## config.mk

```make
export PLATFORM = sky130hd
export DESIGN_NAME = cascade_sequencer_flat
export DESIGN_NICKNAME = d
export VERILOG_FILES = /design/src/rtl/cascade_sequencer_pkg.sv /design/src/rtl/cascade_sequencer_if.sv /design/src/rtl/cascade_sequencer_inta_edge_detect.sv /design/src/rtl/cascade_sequencer.sv /design/src/flat_wrapper.sv
export SDC_FILE = /design/constraint.sdc
export NUM_CORES = 1
export LEC_CHECK = 0
export CORE_ASPECT_RATIO = 0.6
export CORE_MARGIN = 8
export CORE_UTILIZATION = 40
export DETAILED_ROUTE_END_ITERATION = 10
export GPL_TIMING_DRIVEN = 1
export PLACE_DENSITY = 0.74
export SLEW_MARGIN = 20
export SYNTH_ARGS = -nofsm -noshare
export SYNTH_HDL_FRONTEND = slang
export SYNTH_SLANG_ARGS = --single-unit
```

## constraint.sdc

```tcl
create_clock -name clock -period 1.3 [get_ports clock]
set_input_delay 0.26 -clock clock [delete_from_list [all_inputs] [get_ports clock]]
set_output_delay 0.26 -clock clock [all_outputs]
set_load 0.005 [all_outputs]
```

## src/rtl/cascade_sequencer_pkg.sv

```systemverilog
// cascade_sequencer_pkg: shared ack-state encoding, ICW4 bit positions and lowest-set-bit helper
package cascade_sequencer_pkg;
  localparam logic [1:0] STATE_IDLE = 2'd0;
  localparam logic [1:0] STATE_ACK1 = 2'd1;
  localparam logic [1:0] STATE_ACK2 = 2'd2;
  localparam logic [1:0] STATE_ACK3 = 2'd3;
  localparam int ICW4_UPM = 0;
  localparam int ICW4_MS = 2;
  localparam int ICW4_BUF = 3;
  typedef enum logic [1:0] {
    ACK_IDLE = STATE_IDLE,
    ACK_1 = STATE_ACK1,
    ACK_2 = STATE_ACK2,
    ACK_3 = STATE_ACK3
  } ack_state_t;
  typedef enum logic [2:0] {S_IDLE, S_ACK1, S_GAP1, S_ACK2, S_GAP2, S_ACK3} seq_state_t;
  function automatic logic [4:0] lowest_set_index(input logic [31:0] v);
    lowest_set_index = '0;
    for (int i = 31; i >= 0; i--)
      if (v[i]) lowest_set_index = 5'(i);
  endfunction
endpackage

```

## src/rtl/cascade_sequencer_if.sv

```systemverilog
// cascade_sequencer_if: control-side and CAS-side signals of the cascade sequencer (buffer_enable_n with BUFFERED_MODE_EN)
interface cascade_sequencer_if #(parameter int IR_COUNT = 8);
  import cascade_sequencer_pkg::*;
  localparam int ID_WIDTH = $clog2(IR_COUNT);
  logic icw1_write;
  logic icw3_write;
  logic icw4_write;
  logic [IR_COUNT-1:0] icw_data;
  logic single_mode;
  logic slave_program_n;
  logic interrupt_ack_n;
  logic [IR_COUNT-1:0] acknowledge_interrupt;
  logic [ID_WIDTH-1:0] cascade_in;
  logic [ID_WIDTH-1:0] cascade_out;
  logic cascade_oe;
  logic cascade_slave;
  logic vector_drive_enable;
  ack_state_t ack_state;
  logic sequence_done;
`ifdef BUFFERED_MODE_EN
  logic buffer_enable_n;
`endif
  modport master (
`ifdef BUFFERED_MODE_EN
    input buffer_enable_n,
`endif
    output icw1_write, icw3_write, icw4_write, icw_data, single_mode, slave_program_n,
    output interrupt_ack_n, acknowledge_interrupt, cascade_in,
    input cascade_out, cascade_oe, cascade_slave, vector_drive_enable, ack_state, sequence_done
  );
  modport slave (
`ifdef BUFFERED_MODE_EN
    output buffer_enable_n,
`endif
    input icw1_write, icw3_write, icw4_write, icw_data, single_mode, slave_program_n,
    input interrupt_ack_n, acknowledge_interrupt, cascade_in,
    output cascade_out, cascade_oe, cascade_slave, vector_drive_enable, ack_state, sequence_done
  );
endinterface

```

## src/rtl/cascade_sequencer_inta_edge_detect.sv

```systemverilog
// inta_edge_detect: registers INTA# and flags falling/rising edges against the registered level
module inta_edge_detect (
  input  logic clock,
  input  logic reset_n,
  input  logic level_n,
  output logic fall,
  output logic rise
);
  logic level_q, level_d;
  assign level_d = level_n;
  always_ff @(posedge clock or negedge reset_n)
    if (!reset_n) level_q <= 1'b1;
    else level_q <= level_d;
  assign fall = level_q & ~level_n;
  assign rise = ~level_q & level_n;
endmodule

```

## src/rtl/cascade_sequencer.sv

```systemverilog
// cascade_sequencer: PIC cascade config, INTA pulse FSM, CAS drive/match and vector gating (BUFFERED_MODE_EN: ICW4 BUF/M-S select + buffer_enable_n)
module cascade_sequencer #(parameter int IR_COUNT = 8) (
  input logic clock,
  input logic reset_n,
  cascade_sequencer_if.slave bus
);
  import cascade_sequencer_pkg::*;
  localparam int ID_WIDTH = $clog2(IR_COUNT);
  logic fall, rise;
  seq_state_t state_q, state_d;
  logic [IR_COUNT-1:0] cfg_q, cfg_d, ack_ir_q, ack_ir_d;
  logic mode_8086_q, mode_8086_d, slave_hit_q, slave_hit_d, done_q, done_d;
  logic slave, master, from_slave, active, vec_en;
  ack_state_t ack;
  inta_edge_detect u_edge (.clock(clock), .reset_n(reset_n), .level_n(bus.interrupt_ack_n), .fall(fall), .rise(rise));
  always_ff @(posedge clock or negedge reset_n)
    if (!reset_n) begin
      state_q <= S_IDLE;
      cfg_q <= '0;
      ack_ir_q <= '0;
      mode_8086_q <= 1'b0;
      slave_hit_q <= 1'b0;
      done_q <= 1'b0;
    end else begin
      state_q <= state_d;
      cfg_q <= cfg_d;
      ack_ir_q <= ack_ir_d;
      mode_8086_q <= mode_8086_d;
      slave_hit_q <= slave_hit_d;
      done_q <= done_d;
    end
  always_comb begin
    state_d = state_q;
    cfg_d = bus.icw3_write ? bus.icw_data : cfg_q;
    mode_8086_d = bus.icw4_write ? bus.icw_data[ICW4_UPM] : mode_8086_q;
    ack_ir_d = ack_ir_q;
    slave_hit_d = slave_hit_q;
    done_d = 1'b0;
    case (state_q)
      S_IDLE: if (fall) begin
        state_d = S_ACK1;
        ack_ir_d = bus.acknowledge_interrupt;
        slave_hit_d = bus.cascade_in == cfg_q[ID_WIDTH-1:0];
      end
      S_ACK1: state_d = rise ? S_GAP1 : S_ACK1;
      S_GAP1: state_d = fall ? S_ACK2 : S_GAP1;
      S_ACK2: if (rise) begin
        state_d = mode_8086_q ? S_IDLE : S_GAP2;
        done_d = mode_8086_q;
      end
      S_GAP2: state_d = fall ? S_ACK3 : S_GAP2;
      S_ACK3: if (rise) begin
        state_d = S_IDLE;
        done_d = 1'b1;
      end
      default: state_d = S_IDLE;
    endcase
    if (bus.icw1_write) begin
      state_d = S_IDLE;
      cfg_d = '0;
      mode_8086_d = 1'b0;
      ack_ir_d = '0;
      slave_hit_d = 1'b0;
      done_d = 1'b0;
    end
  end
`ifdef BUFFERED_MODE_EN
  logic buf_q, buf_d, ms_q, ms_d;
  always_ff @(posedge clock or negedge reset_n)
    if (!reset_n) begin
      buf_q <= 1'b0;
      ms_q <= 1'b0;
    end else begin
      buf_q <= buf_d;
      ms_q <= ms_d;
    end
  always_comb begin
    buf_d = bus.icw1_write ? 1'b0 : bus.icw4_write ? bus.icw_data[ICW4_BUF] : buf_q;
    ms_d = bus.icw1_write ? 1'b0 : bus.icw4_write ? bus.icw_data[ICW4_MS] : ms_q;
  end
  assign slave = ~bus.single_mode & (buf_q ? ~ms_q : ~bus.slave_program_n);
  assign bus.buffer_enable_n = ~vec_en;
`else
  assign slave = ~bus.single_mode & ~bus.slave_program_n;
`endif
  always_comb begin
    master = ~slave & ~bus.single_mode;
    from_slave = |(ack_ir_q & cfg_q);
    active = state_q != S_IDLE;
    ack = state_q == S_IDLE ? ACK_IDLE
        : (state_q == S_ACK1 || state_q == S_GAP1) ? ACK_1
        : (state_q == S_ACK2 || state_q == S_GAP2) ? ACK_2 : ACK_3;
    vec_en = (ack == ACK_2 || ack == ACK_3) & (bus.single_mode ? 1'b1 : slave ? slave_hit_q : ~from_slave);
  end
  assign bus.cascade_slave = slave;
  assign bus.cascade_oe = master & active & from_slave;
  assign bus.cascade_out = bus.cascade_oe ? ID_WIDTH'(lowest_set_index(32'(ack_ir_q))) : '0;
  assign bus.vector_drive_enable = vec_en;
  assign bus.ack_state = ack;
  assign bus.sequence_done = done_q;
endmodule

```

## src/flat_wrapper.sv

```systemverilog
// flat-port wrapper written by rule: the top's interface ports become plain ports
module cascade_sequencer_flat import cascade_sequencer_pkg::*;
#(parameter int IR_COUNT = 8)
  (clock, reset_n, bus_icw1_write, bus_icw3_write, bus_icw4_write, bus_icw_data, bus_single_mode, bus_slave_program_n, bus_interrupt_ack_n, bus_acknowledge_interrupt, bus_cascade_in, bus_cascade_out, bus_cascade_oe, bus_cascade_slave, bus_vector_drive_enable, bus_ack_state, bus_sequence_done);
  cascade_sequencer_if #(.IR_COUNT(IR_COUNT)) bus_i ();
  input logic clock;
  input logic reset_n;
  input wire logic [$bits(bus_i.icw1_write)-1:0] bus_icw1_write;
  input wire logic [$bits(bus_i.icw3_write)-1:0] bus_icw3_write;
  input wire logic [$bits(bus_i.icw4_write)-1:0] bus_icw4_write;
  input wire logic [$bits(bus_i.icw_data)-1:0] bus_icw_data;
  input wire logic [$bits(bus_i.single_mode)-1:0] bus_single_mode;
  input wire logic [$bits(bus_i.slave_program_n)-1:0] bus_slave_program_n;
  input wire logic [$bits(bus_i.interrupt_ack_n)-1:0] bus_interrupt_ack_n;
  input wire logic [$bits(bus_i.acknowledge_interrupt)-1:0] bus_acknowledge_interrupt;
  input wire logic [$bits(bus_i.cascade_in)-1:0] bus_cascade_in;
  output wire logic [$bits(bus_i.cascade_out)-1:0] bus_cascade_out;
  output wire logic [$bits(bus_i.cascade_oe)-1:0] bus_cascade_oe;
  output wire logic [$bits(bus_i.cascade_slave)-1:0] bus_cascade_slave;
  output wire logic [$bits(bus_i.vector_drive_enable)-1:0] bus_vector_drive_enable;
  output wire logic [$bits(bus_i.ack_state)-1:0] bus_ack_state;
  output wire logic [$bits(bus_i.sequence_done)-1:0] bus_sequence_done;
  assign bus_i.icw1_write = bus_icw1_write;
  assign bus_i.icw3_write = bus_icw3_write;
  assign bus_i.icw4_write = bus_icw4_write;
  assign bus_i.icw_data = bus_icw_data;
  assign bus_i.single_mode = bus_single_mode;
  assign bus_i.slave_program_n = bus_slave_program_n;
  assign bus_i.interrupt_ack_n = bus_interrupt_ack_n;
  assign bus_i.acknowledge_interrupt = bus_acknowledge_interrupt;
  assign bus_i.cascade_in = bus_cascade_in;
  assign bus_cascade_out = bus_i.cascade_out;
  assign bus_cascade_oe = bus_i.cascade_oe;
  assign bus_cascade_slave = bus_i.cascade_slave;
  assign bus_vector_drive_enable = bus_i.vector_drive_enable;
  assign bus_ack_state = bus_i.ack_state;
  assign bus_sequence_done = bus_i.sequence_done;
  cascade_sequencer #(.IR_COUNT(IR_COUNT)) u_core (.clock(clock), .reset_n(reset_n), .bus(bus_i));
endmodule
```

==> impl_metrics.csv <==
group,metric,value,unit
final_layout,areaGrowthSynthToFinish,82.0,%
logic_synthesis,synth_cells,123,
die,core_area,2870,um2
critical_path,crit_type,"flip-flop to primary output",
critical_path,worst_ep_required_time,1.04,ns
global_route,grt_pass1_vias,1286,
logic_synthesis,yosysMostFrequentCell,"dfrtp_1",
die,die_x,86.9,um
drt,drc,0,
global_route,grt_pass1_wl,6180,um
placement,place.gp.congestion,0.807,
final_layout,fillers,200,
power_and_ir_drop,ir_drop,0.701,mV
drt,ant_nets,0,
logic_synthesis,yosys_warnings,0,
sta,hold_viol_final,0,
sta,finalSetupViolCount,18,
power_and_ir_drop,power_leakage,0.966,nW
clock_tree,clockBufferDepth,2,
sta,setup_tns,-4.35,ns
die,start_util,0.420,
status,status,"finished, violations left",
status,violations,"setup timing",
critical_path,reg2reg_depth,7,
sta,max-slew-margin-rel,0.701,
critical_path,crit_slowest_cell,"dfrtp_1",
critical_path,crit_buf_inv,2,
critical_path,crit_chain,"a22oi_2 > a41o_1 > buf_6 > nor4_4 > buf_2",
critical_path,path_delay_family,"flip-flops",
sta,finClkSkew,0.00302,ns
logic_synthesis,synthTopCellsByArea,"dfrtp_1 46%, mux2i_1 7.5%, nor2_1 5.3%",
drt,drt_iter0_drc,26,
critical_path,rr_startpoint,"u_core.state_q[1]$_DFFE_PN0P_",
drt,dr.pass1.iters,4,
critical_path,slowest_delay,0.40,ns
die,die-area,5090,um2
logic_synthesis,syn-num-nets,150,
clock_tree,cts-root-buf,"clkbuf_8",
power_and_ir_drop,p_per_area,765,nW/um2
sta,timing.final.ws_setup,-0.464,ns
global_route,overflow,0,
drt,viasPerCell,5.17,
critical_path,startpoint_type,"flip-flop",
final_layout,seqCellArea,577,um2
final_layout,post_route_cells_drive_above_1_share,0.467,
global_route,grtUsageTotal,0.152,
sta,min_period,1.76,ns
placement,dp.final_hpwl,2630,um
clock_tree,path_clk_slew,0.08,ns
sta,whs,0.350,ns
logic_synthesis,yosysUniqueCellTypes,33,
sta,worstMarginPinSlew,0.449,ns
clock_tree,cts_tree,"done",
critical_path,crit_arrival,1.50,ns
final_layout,nets,225,
drt,avgRoutedWirePerCell,16.8,um
logic_synthesis,yosys_register_bits,23,
critical_path,reg2reg_to,"u_core.slave_hit_q$_DFFE_PN0P_",
clock_tree,cts_made_buffers,3,
die,row_count,15,
die,io-pin-count,36,
clock_tree,htreeDepth,1,
final_layout,multi_input_comb_area,769,um2
job,max_cap_violations,0,
logic_synthesis,synthDominantCellAreaShare,0.456,
sta,maxSlewViolCount,0,
critical_path,cp-end-kind,"primary output",
logic_synthesis,synth_area_leader_cell,"dfrtp_1",
logic_synthesis,ys.flop_type,"dfrtp_1",
logic_synthesis,synthTopCellsByCount,"22 x dfrtp_1, 17 x nor2_1, 11 x a21oi_1, 9 x mux2i_1, 9 x o21ai_0",
global_route,grt_max_degree,24,
clock_tree,clock_latency,0.26,ns
logic_synthesis,avgSynthCellArea,9.82,um2
drt,wirelength,4010,um
global_route,antenna_found_initial,0,
clock_tree,clock-sinks,23,
critical_path,reg2reg_setup_slack,-0.24,ns
critical_path,cp_max_fo,3,
drt,vias,1236,
logic_synthesis,async_flop_share,1.00,
worst_hold_path,min_path_type,"primary input to async pin",
logic_synthesis,syn-cell-area,1210,um2
placement,portBuffers,35,
logic_synthesis,synth_edf_count,0,
logic_synthesis,yosysSeqAreaShare,0.478,
sta,rsz0062_at_grt,"yes",
sta,finalCritPeriodShare,1.36,
sta,max_freq,567,MHz
die,die_y,58.6,um
final_layout,diodes,0,
routing by layer:
metal,GRT usage,vias to the layer above,share of wire
li1,-,594,-
met1,0.194,608,0.44
met2,0.248,30,0.50
met3,0.0527,4,0.058
met4,0.0195,0,0.0062
met5,0,-,0
through the flow:
stage	utilization	instances	cell area [um2]	setup slack, ns	power (mW)
after floorplan	-	123	1210	-0.0636	0.923
after global placement	0.635	221	1820	-0.846	1.12
after detailed placement	0.635	221	1820	-0.907	1.13
after CTS	0.708	236	2030	-0.489	1.63
after global routing	0.765	239	2200	-0.551	1.77
final	0.765	239	2200	-0.464	1.68
area by class of cell:
class | count | share of cell area
multi-input cells | 91 | 0.350
well taps | 42 | 0.0239
clock buffers | 4 | 0.0205
flip-flops and latches | 23 | 0.263
inverters | 1 | 0.00171
repair buffers | 78 | 0.341
worst max path at each step:
stage | depth (start not counted) | endpoint | slack, ns | from
finish | 5 | bus_cascade_out[2] | -0.46 | u_core.ack_ir_q[5]$_DFFE_PN0P_
global route | 5 | bus_cascade_out[0] | -0.55 | u_core.ack_ir_q[4]$_DFFE_PN0P_
CTS | 5 | bus_cascade_out[2] | -0.49 | u_core.cfg_q[0]$_DFFE_PN0P_
detailed placement | 5 | bus_cascade_out[1] | -0.91 | bus_single_mode
global placement | 5 | bus_cascade_out[2] | -0.85 | bus_single_mode
floorplan | 5 | bus_cascade_out[2] | -0.06 | u_core.state_q[1]$_DFFE_PN0P_
placed cells by master (no fill, tap or decap), drive strengths merged, types with 3 or more instances in the layout:
cell type | Yosys | final
buf | 5 | 50
clkdlybuf4s50 | 0 | 24
dfrtp | 22 | 22
nor2 | 17 | 17
a21oi | 11 | 11
mux2i | 9 | 9
o21ai | 9 | 9
nand3 | 8 | 8
nand2b | 7 | 7
dlygate4sd2 | 0 | 4
a22oi | 4 | 4
clkbuf | 3 | 4
xnor2 | 3 | 3
nor3 | 3 | 3
power breakdown:
part | switching [mW] | total, mW | internal, mW
Sequential | 0.0257 | 0.774 | 0.749
Combinational | 0.200 | 0.457 | 0.257
Clock | 0.230 | 0.449 | 0.219
Total | 0.456 | 1.68 | 1.22
kinds of logic (layout without fill, tap and decap cells):
logic type	Yosys count	count (layout)	synth area share
multiplexers	9	9	0.0746
AO/OA/AOI/OAI	33	33	0.173
AND/OR/NAND/NOR	45	45	0.201
buffers and inverters	9	83	0.0445
XOR/XNOR	4	4	0.0290
flip-flops	23	23	0.478
registers in the layout (all words and copies together) (netlist names):
| register | flops |
|---|---|
| u_core.u_edge.level_q | 1 |
| u_core.slave_hit_q | 1 |
| u_core.mode_8086_q | 1 |
| u_core.ack_ir_q | 8 |
| u_core.cfg_q | 8 |
| u_core.bus.sequence_done | 1 |
| u_core.state_q | 3 |
repair_timing:
action | CTS | global route
hold buffers | 0 | 0
gates resized for setup | 69 | 32
pin swaps | 14 | 21
setup endpoints to repair | 19 | 17
endpoints found under the hold margin | 0 | 0
setup buffers | 9 | 6
cloned | 2 | 0
(Power assumes the default switching activity.)
==> edit, RTL diff (same flow settings) <==
`IR_COUNT` is set to 8 in 3 places; all go to 16.
--- a/src/rtl/cascade_sequencer_if.sv
+++ b/src/rtl/cascade_sequencer_if.sv
@@ -1,5 +1,5 @@
 // cascade_sequencer_if: control-side and CAS-side signals of the cascade sequencer (buffer_enable_n with BUFFERED_MODE_EN)
-interface cascade_sequencer_if #(parameter int IR_COUNT = 8);
+interface cascade_sequencer_if #(parameter int IR_COUNT = 16);
   import cascade_sequencer_pkg::*;
   localparam int ID_WIDTH = $clog2(IR_COUNT);
   logic icw1_write;
--- a/src/rtl/cascade_sequencer.sv
+++ b/src/rtl/cascade_sequencer.sv
@@ -1,5 +1,5 @@
 // cascade_sequencer: PIC cascade config, INTA pulse FSM, CAS drive/match and vector gating (BUFFERED_MODE_EN: ICW4 BUF/M-S select + buffer_enable_n)
-module cascade_sequencer #(parameter int IR_COUNT = 8) (
+module cascade_sequencer #(parameter int IR_COUNT = 16) (
   input logic clock,
   input logic reset_n,
   cascade_sequencer_if.slave bus
--- a/src/flat_wrapper.sv
+++ b/src/flat_wrapper.sv
@@ -1,6 +1,6 @@
 // flat-port wrapper written by rule: the top's interface ports become plain ports
 module cascade_sequencer_flat import cascade_sequencer_pkg::*;
-#(parameter int IR_COUNT = 8)
+#(parameter int IR_COUNT = 16)
   (clock, reset_n, bus_icw1_write, bus_icw3_write, bus_icw4_write, bus_icw_data, bus_single_mode, bus_slave_program_n, bus_interrupt_ack_n, bus_acknowledge_interrupt, bus_cascade_in, bus_cascade_out, bus_cascade_oe, bus_cascade_slave, bus_vector_drive_enable, bus_ack_state, bus_sequence_done);
   cascade_sequencer_if #(.IR_COUNT(IR_COUNT)) bus_i ();
   input logic clock;
Interface: changed (resized bus_acknowledge_interrupt, bus_cascade_in, bus_cascade_out and bus_icw_data); port bits go from 36 to 54. No check against the original RTL was run, so the function may have changed too.
==> edit against the unedited design <==
- the flow still finishes with violations (negative setup slack)
- critical path depth grew 4
- combinational power grew 68%
- total power grew 88%
- clock power grew 140%
- setup slack lost 470 ps
- sequential cell count grew 16
- routed wire length grew 60%
- design area grew 51%
- synthesized cell count grew 56%
- area after synthesis grew 62%
==> edit: results (changes against the unedited design) <==
metric	value	unit	change
vias in the first global route	2017		was 1286
GR Util All Layers	0.173		was 0.152
H-tree levels	2		was 1
first-pass GRT wire length	10.3	mm	was 6.18 mm
cell count after synthesis	192		was 123
failing checks	negative setup slack		unchanged
distinct cell type count after synthesis	37		was 33
Placed Cells	346		was 221
PortBufs	53		was 35
r2r setup slk	-340	ps	was -240 ps
post-route setup slack	-933	ps	was -464 ps
R2R Path End	u_core.ack_ir_q[12]		was u_core.slave_hit_q
LEAKAGE	1.65	nW	was 0.966 nW
Largest regs	u_core.ack_ir_q x16, u_core.cfg_q x16, u_core.state_q x3		was u_core.ack_ir_q x8, u_core.cfg_q x8, u_core.state_q x3
postcts setup bufs	11		was 9
Routability Congestion	0.854		was 0.807
run status	finished with violations		unchanged
reg2reg path depth	8		was 7
WHS	451	ps	was 350 ps
synth cell count leaders	46 x nor2_1, 38 x dfrtp_1, 33 x mux2i_1		was 22 x dfrtp_1, 17 x nor2_1, 11 x a21oi_1
Worst Tran Pin Value	568	ps	was 449 ps
WL per Instance	17.5	um	was 16.8 um
final setup fails	27		was 18
Setup WS pre-CTS	-1180	ps	was -907 ps
number of vias in the routed layout	1911		was 1236
Crit path arrival time	1970	ps	was 1500 ps
cts bufs inserted	5		was 3
share of layout cells above drive strength 1	0.334		was 0.467
CTS Hold Bufs	1		was 0
Post-Syn Nets	236		was 150
==> edit: power breakdown <==
part | internal, mW | leakage [nW] | switching, mW | total, mW
logic | 0.438 | 1.07 | 0.330 | 0.768
clock network | 0.621 | 0.0612 | 0.442 | 1.06
registers | 1.27 | 0.520 | 0.0481 | 1.32
==> edit: cells by family after synthesis <==
logic type                count (synthesis)
AOI/OAI and AO/OA                        28
xor gates and xnor gates                  5
DFF                                      39
muxes                                    33
and+or+nand+nor                          75
buffers and inverters                    12
==> edit: area by class of cell <==
class / count / area, um^2 / area share
multi-input cells: 141 / 1070 / 0.324
repair buffers: 113 / 1050 / 0.316
flip-flops and latches: 39 / 980 / 0.296
clock buffers: 6 / 82.6 / 0.0249
well taps: 63 / 78.8 / 0.0238
clock inverters: 2 / 35.0 / 0.0106
inverters: 4 / 15.0 / 0.00453
==> edit: layer usage <==
layer / share of wire / up-vias / wire length [um]
li1: - / 898 / -
met1: 0.46 / 927 / 2960
met2: 0.45 / 75 / 2860
met3: 0.075 / 11 / 479
met4: 0.019 / 0 / 120
met5: 0 / - / 0
==> edit: worst max path at each step <==
stage / slack [ps] / startpoint / to / depth (start not counted)
after detailed placement: -1180 / bus_slave_program_n / bus_cascade_out[3] / 6
after global placement: -1180 / bus_slave_program_n / bus_cascade_out[3] / 6
after floorplan: -280 / u_core.ack_ir_q[8] / bus_vector_drive_enable / 4
after CTS: -930 / u_core.ack_ir_q[8] / bus_cascade_out[0] / 5
final: -930 / u_core.ack_ir_q[8] / bus_cascade_out[3] / 9
after global routing: -1010 / u_core.ack_ir_q[11] / bus_cascade_out[3] / 9
